## src/rtl/pipeline_hazard_controller.sv

```systemverilog
// Hazard request consumer: turns nop/flush codes into PC, IF/ID and ID/EX control,
// and keeps saturating stall/flush counters plus a sticky reserved-code flag.
module pipeline_hazard_controller #(
  parameter int unsigned PC_W         = 16,
  parameter int unsigned PC_INC       = 1,
  parameter int unsigned RESET_PC     = 0,
  parameter int unsigned FLUSH_CYCLES = 1,
  parameter int unsigned CNT_W        = 16
) (
  input  logic             clk,
  input  logic             rst_n,
  input  logic [1:0]       nop,
  input  logic [1:0]       flush,
  input  logic [PC_W-1:0]  branch_target,
  output logic [PC_W-1:0]  pc,
  output logic             if_id_en,
  output logic             if_id_clear,
  output logic             id_ex_bubble,
  output logic             busy,
  output logic [CNT_W-1:0] stall_count,
  output logic [CNT_W-1:0] flush_count,
  output logic             illegal_req
);

  typedef enum logic [1:0] {S_RUN, S_STALL, S_FLUSH} state_e;

  state_e           state_q, state_d;
  logic [PC_W-1:0]  pc_q, pc_d;
  logic [1:0]       flush_left_q, flush_left_d;
  logic [CNT_W-1:0] stall_cnt_q, stall_cnt_d;
  logic [CNT_W-1:0] flush_cnt_q, flush_cnt_d;
  logic             illegal_q, illegal_d;
  logic             nop_req, flush_req;

  if (FLUSH_CYCLES < 1 || FLUSH_CYCLES > 3) begin : g_bad_flush_cycles
    $error("pipeline_hazard_controller: FLUSH_CYCLES must be in 1..3");
  end

  assign nop_req   = (nop == 2'b01);
  assign flush_req = (flush == 2'b01);

  // A taken flush is tested first in every state, so RUN, STALL and FLUSH share
  // one redirect path; nop only matters once no flush is in progress.
  always_comb begin
    state_d      = state_q;
    pc_d         = pc_q + PC_W'(PC_INC);
    flush_left_d = flush_left_q;
    stall_cnt_d  = stall_cnt_q;
    flush_cnt_d  = flush_cnt_q;
    illegal_d    = illegal_q | nop[1] | flush[1];
    if_id_en     = 1'b1;
    if_id_clear  = 1'b0;
    id_ex_bubble = 1'b0;
    if (flush_req) begin
      pc_d         = branch_target;
      if_id_clear  = 1'b1;
      id_ex_bubble = 1'b1;
      if (flush_cnt_q != '1) flush_cnt_d = flush_cnt_q + CNT_W'(1);
      if (FLUSH_CYCLES > 1) begin
        state_d      = S_FLUSH;
        flush_left_d = 2'(FLUSH_CYCLES - 1);
      end else begin
        state_d = S_RUN;
      end
    end else if (state_q == S_FLUSH) begin
      if_id_clear  = 1'b1;
      id_ex_bubble = 1'b1;
      flush_left_d = flush_left_q - 2'd1;
      if (flush_left_q <= 2'd1) state_d = S_RUN;
    end else if (nop_req) begin
      pc_d         = pc_q;
      if_id_en     = 1'b0;
      id_ex_bubble = 1'b1;
      state_d      = S_STALL;
      if (stall_cnt_q != '1) stall_cnt_d = stall_cnt_q + CNT_W'(1);
    end else begin
      state_d = S_RUN;
    end
  end

  always_ff @(posedge clk or negedge rst_n) begin
    if (!rst_n) begin
      state_q      <= S_RUN;
      pc_q         <= PC_W'(RESET_PC);
      flush_left_q <= '0;
      stall_cnt_q  <= '0;
      flush_cnt_q  <= '0;
      illegal_q    <= 1'b0;
    end else begin
      state_q      <= state_d;
      pc_q         <= pc_d;
      flush_left_q <= flush_left_d;
      stall_cnt_q  <= stall_cnt_d;
      flush_cnt_q  <= flush_cnt_d;
      illegal_q    <= illegal_d;
    end
  end

  assign pc          = pc_q;
  assign busy        = (state_q != S_RUN);
  assign stall_count = stall_cnt_q;
  assign flush_count = flush_cnt_q;
  assign illegal_req = illegal_q;

endmodule

```

## config.mk

```make
export PLATFORM = sky130hd
export DESIGN_NAME = pipeline_hazard_controller
export DESIGN_NICKNAME = d
export VERILOG_FILES = /design/src/rtl/pipeline_hazard_controller.sv
export SDC_FILE = /design/constraint.sdc
export NUM_CORES = 1
export LEC_CHECK = 0
export BUFFER_PORTS_ARGS = -buffer_cell sky130_fd_sc_hd__buf_4
export CAP_MARGIN = 10
export CELL_PAD_IN_SITES_DETAIL_PLACEMENT = 1
export CELL_PAD_IN_SITES_GLOBAL_PLACEMENT = 1
export CORE_MARGIN = 5
export CORE_UTILIZATION = 36
export CTS_BUF_LIST = sky130_fd_sc_hd__clkbuf_4 sky130_fd_sc_hd__clkbuf_8
export DETAILED_ROUTE_END_ITERATION = 7
export PLACE_DENSITY = 0.89
export SYNTH_ARGS = -nofsm -noshare
export SYNTH_HDL_FRONTEND = slang
export SYNTH_SLANG_ARGS = --single-unit
```

## constraint.sdc

```tcl
create_clock -name clk -period 1.7 [get_ports clk]
set_input_delay 0.17 -clock clk [delete_from_list [all_inputs] [get_ports clk]]
set_output_delay 0.17 -clock clk [all_outputs]
set_load 0.03 [all_outputs]
```

== Yosys cells after proc, flatten, opt, wreduce, memory -nomap -nowiden ==
Index checks and enable logic that the tools add are counted.
Widths: inputs -> output; s select.

* Register bits: 53
* Input port bits: 22
* Word-level logic and storage cells: 41

* Add/sub/neg operators: 4
* $lt $le $gt $ge: 1
* Eq/ne operators: 7
* Muxes and demuxes: 15
* Bitwise operators: 4
* Reduce and logical (&&, ||, !) cells: 4

{| class="wikitable"
|+ Operators with widths
! operator !! count
|-
| $add 16x1->16 const B || 3
|-
| $mux 16 || 3
|-
| $ne 16x16->1 const B || 2
|-
| $mux 1 || 9
|-
| $mux 2 || 3
|-
| $eq 2x1->1 const B || 2
|-
| $reduce_and 2->1 || 2
|-
| $reduce_and 4->1 || 1
|-
| $ne 3x1->1 const B || 1
|-
| $ne 3x2->1 const B || 1
|-
| $eq 2x2->1 const B || 1
|-
| $le 2x1->1 const B || 1
|-
| $not 1->1 || 2
|-
| $or 1x1->1 || 2
|-
| $reduce_bool 2->1 || 1
|-
| $sub 2x1->2 const B || 1
|}

== Logic depth before layout (Yosys ltp) ==
* Depth after elaboration: 4
* Depth in mapped cells: 7
* Mapped depth without buffers: 6

== Worst setup path before layout ==
OpenSTA, ideal clock, no wires.

* Kind: flip-flop to flip-flop
* Start: register stall_cnt_q[7], in the netlist stall_count[7]
* End: register stall_cnt_q[1], in the netlist stall_count[1]
* Library setup time: 128 ps
* Data arrival time: 1847 ps
* Path slack: -275 ps
* Stages on the path, launching flop included: 6
* Buffers on the path: 1
* Path through: dfrtp_1 -> and4_1 -> nand3_2 -> o41ai_2 -> buf_6 -> mux2_1

* Longest elaborated chain between the ends: 2

{| class="wikitable"
|+ RTL lines
! what !! RTL line !! RTL
|-
| from (decl) || 30 || <nowiki>logic [CNT_W-1:0] stall_cnt_q, stall_cnt_d;</nowiki>
|-
| from (signal assigned) || 93 || <nowiki>stall_cnt_q <= stall_cnt_d;</nowiki>
|-
| $ne 16x16->1 || 75 || <nowiki>if (stall_cnt_q != '1) stall_cnt_d = stall_cnt_q + CNT_W'(1);</nowiki>
|-
| $reduce_and 4->1 (no source line) || n/a ||
|}

No other way between the ends.
A chain may end at the register's enable or synchronous reset.

== Worst setup path in the final report ==
* Start: register stall_cnt_q[0], in the netlist stall_count[0]
* End: register stall_cnt_q[1], in the netlist stall_count[1]

* Longest elaborated chain between the ends: 2
* Elaborated cells between the ends (all ways): 3
* Classes of those cells: 1 x add/sub; 1 x eq/ne; 1 x reduce/logical

{| class="wikitable"
|+ RTL lines
! what
|-
| branches (longest 2 deep; another with $add 16x1->16)
|}

Several ways; the timed one is not identified.

==> key figures <==
GRT
  • Gr usage total: 0.170
  • Gr ovfl total: 0
  • Largest net degree at the start of global routing: 51
  • Vias in the first global route: 2,394
  • First-pass GRT wire length: 11,900 um
  • Initial antenna violation count: 0

STA
  • Final Hold Fails: 0
  • RSZ-0062 raised after global routing: true
  • Finish-stage setup viols: 0
  • Hold_ws: 89.1 ps
  • Final Critical Period: 1700 ps
  • Fmax: 590 MHz
  • Rel. slew slack: 0.568
  • Layout Skew: 9.50 ps
  • Accumulated negative setup slack: 0 ps
  • Tcrit/Tclk final: 0.997
  • Least-Margin Pin Slew: 648 ps
  • Max-slew violations: 0

Floorplan
  • Die W: 91.8 um
  • Starting Density: 0.375
  • Core ar.: 6420 um^2
  • # rows: 29
  • DIE AREA: 8430 um^2
  • Die Y: 91.8 um
  • # IOs: 75

Placement
  • RePlAce Congestion: 0.814
  • PortBufs: 74
  • Dpl hpwl: 5400 um
  • Cell total after placement: 413

Clock tree
  • Worst-path clk slew: 90 ps
  • TritonCTS Buffers: 5
  • H-tree depth: 2
  • CTS Buffer Depth: 2
  • Clock Latency Late Sink: 290 ps
  • CTS tree: yes
  • Clock root buffer: clkbuf_8
  • Clock sinks: 50

Yosys
  • Syn Area/Cell: 10.2 um^2
  • Syn_nets: 262
  • Seq/Total Area, Yosys: 0.519
  • Distinct cells, synth: 36
  • Syn Inst Count: 237
  • Async S/R FF share, synth: 1.00
  • EDFF count, synth: 0
  • FF+latch count, synth: 50
  • Dominant synthesized flop cell: dfrtp_1
  • Mapped cell area: 2410 um^2
  • Syn. warnings: 0

Route
  • Routed Antenna Nets: 0
  • Via/cell ratio: 5.08
  • Vias post-DR: 2,184
  • Final WL: 7170 um
  • WL/cell: 16.7 um
  • Iteration-0 DRC Markers: 44
  • DRC: 0
  • Drt pass-1 iters: 4

Pwr
  • Total power: 4.09 mW
  • PwrDens: 1130 nW/um^2
  • Peak supply drop: 961 uV
  • Leakage power: 1.72 nW

Cells and area
  • Reg area: 1280 um^2
  • Net count, final: 377
  • Filler cells: 748
  • N_diodes: 0
  • Fraction of layout cells with a size suffix above 1: 0.470
  • Finished Core Util: 0.562
  • P&R area growth vs syn: 49.7%
  • Multi-input gate area: 1260 um^2
  • Final cell count without fillers: 430
  • Most frequent cells in the layout: buf_4, nand2_1, dfrtp_1, xor2_1, dfrtp_2
  • Most common cell after layout, fill and taps aside: buf_4

Run
  • MaxCap Viol Count: 0

Setup path
  • Worst Path Required: 1870 ps
  • Critical Path Sink Type: flop
  • Max stage delay on crit path: 440 ps
  • Critical path arrival: 1870 ps
  • WS Path Type: flop to flop
  • Buffers & Inverters on Critical Path: 1
  • Crit path max fanout: 9
  • Slowest cell on crit path: o41ai_4
  • Top Family by Delay on Critical Path: compound AO/OA/AOI/OAI gates
  • Startpoint Class: flop
  • Crit-path cells: ha_4 -> nand3_4 -> o41ai_4 -> buf_6 -> mux2_4

Run status
  • Run status: completed

Hold path
  • Min-delay worst type: input port to flop
synth_stat cells (2+ instances only):
library cell / count / area [um^2]
and3_1: 3 / 18.8
nor2_1: 17 / 63.8
o21ai_0: 11 / 55.1
dfrtp_1: 50 / 1250
inv_1: 7 / 26.3
nand2_1: 31 / 116
nand2b_1: 4 / 25.0
nor4_1: 8 / 50.1
clkbuf_1: 3 / 11.3
ha_1: 3 / 37.5
a31oi_1: 2 / 12.5
xnor2_1: 17 / 149
xor2_1: 26 / 228
and4_1: 3 / 26.3
nand3_1: 14 / 70.1
nor3_1: 10 / 50.1
nand4_1: 7 / 43.8
a21oi_1: 3 / 15.0
worst register-to-register path, stage by stage, from the launching register on:
cell and delay (ps):
dfrtp_2 390, ha_4 150, nand3_4 100, o41ai_4 440, buf_6 200, mux2_4 300
worst paths after layout:
path	to	start	cells after the start	slack (ps)
hold reg to reg	flush_count[15]	flush_count[15]	1	490
min in group asynchronous	pc[13]	rst_n	2	440
setup / recovery	stall_count[1]	stall_count[0]	5	5
setup reg to reg	stall_count[1]	stall_count[0]	5	5
max in group asynchronous	flush_count[4]	rst_n	2	770
hold / removal	pc[8]	branch_target[8]	3	90
cells by family after synthesis:
kind of cell,after synthesis,share of synthesized area
simple gates,106,0.225
flops,50,0.519
xor+xnor,43,0.156
compound gates,20,0.0509
buf+inv,13,0.0239
fa+ha+maj,3,0.0156
mux,2,0.00934
through the flow:
stage / setup slack [ps] / instance area, um^2
finish: 4.71 / 3610
global route: -50.9 / 3610
CTS: 0.379 / 3460
detailed placement: -20.6 / 3340
global placement: 60.5 / 3340
floorplan: -37.4 / 2490
metal layers:
| layer | vias up | GRT usage | share of wire |
|---|---|---|---|
| met1 | 1095 | 0.215 | 0.43 |
| li1 | 1039 | - | - |
| met4 | 0 | 0.0198 | 0.0036 |
| met3 | 2 | 0.0434 | 0.048 |
| met2 | 48 | 0.302 | 0.52 |
| met5 | - | 0 | 0 |
cell type report:
type | count | area share
flip-flops and latches | 50 | 0.354
well taps | 77 | 0.0267
repair buffers | 114 | 0.239
inverters | 7 | 0.00728
multi-input cells | 174 | 0.348
clock buffers | 8 | 0.0253
registers in the layout, summed over array words and instances (netlist names):
| name | count |
|---|---|
| flush_count | 16 |
| illegal_req | 1 |
| pc | 16 |
| stall_count | 16 |
| state_q | 1 |
power by group:
group	internal, mW	leakage [nW]	switching (mW)	total, mW
Sequential	1.43	0.599	0.282	1.71
Clock	0.342	0.0498	0.372	0.714
Combinational	0.721	1.07	0.951	1.67
repair_timing:
item,CTS,global route
setup endpoints to repair,2,16
pin swaps,1,3
hold buffers,1,0
hold endpoints to repair,50,0
resized for setup,3,17
setup buffers,0,8
(Power assumes the default switching activity.)
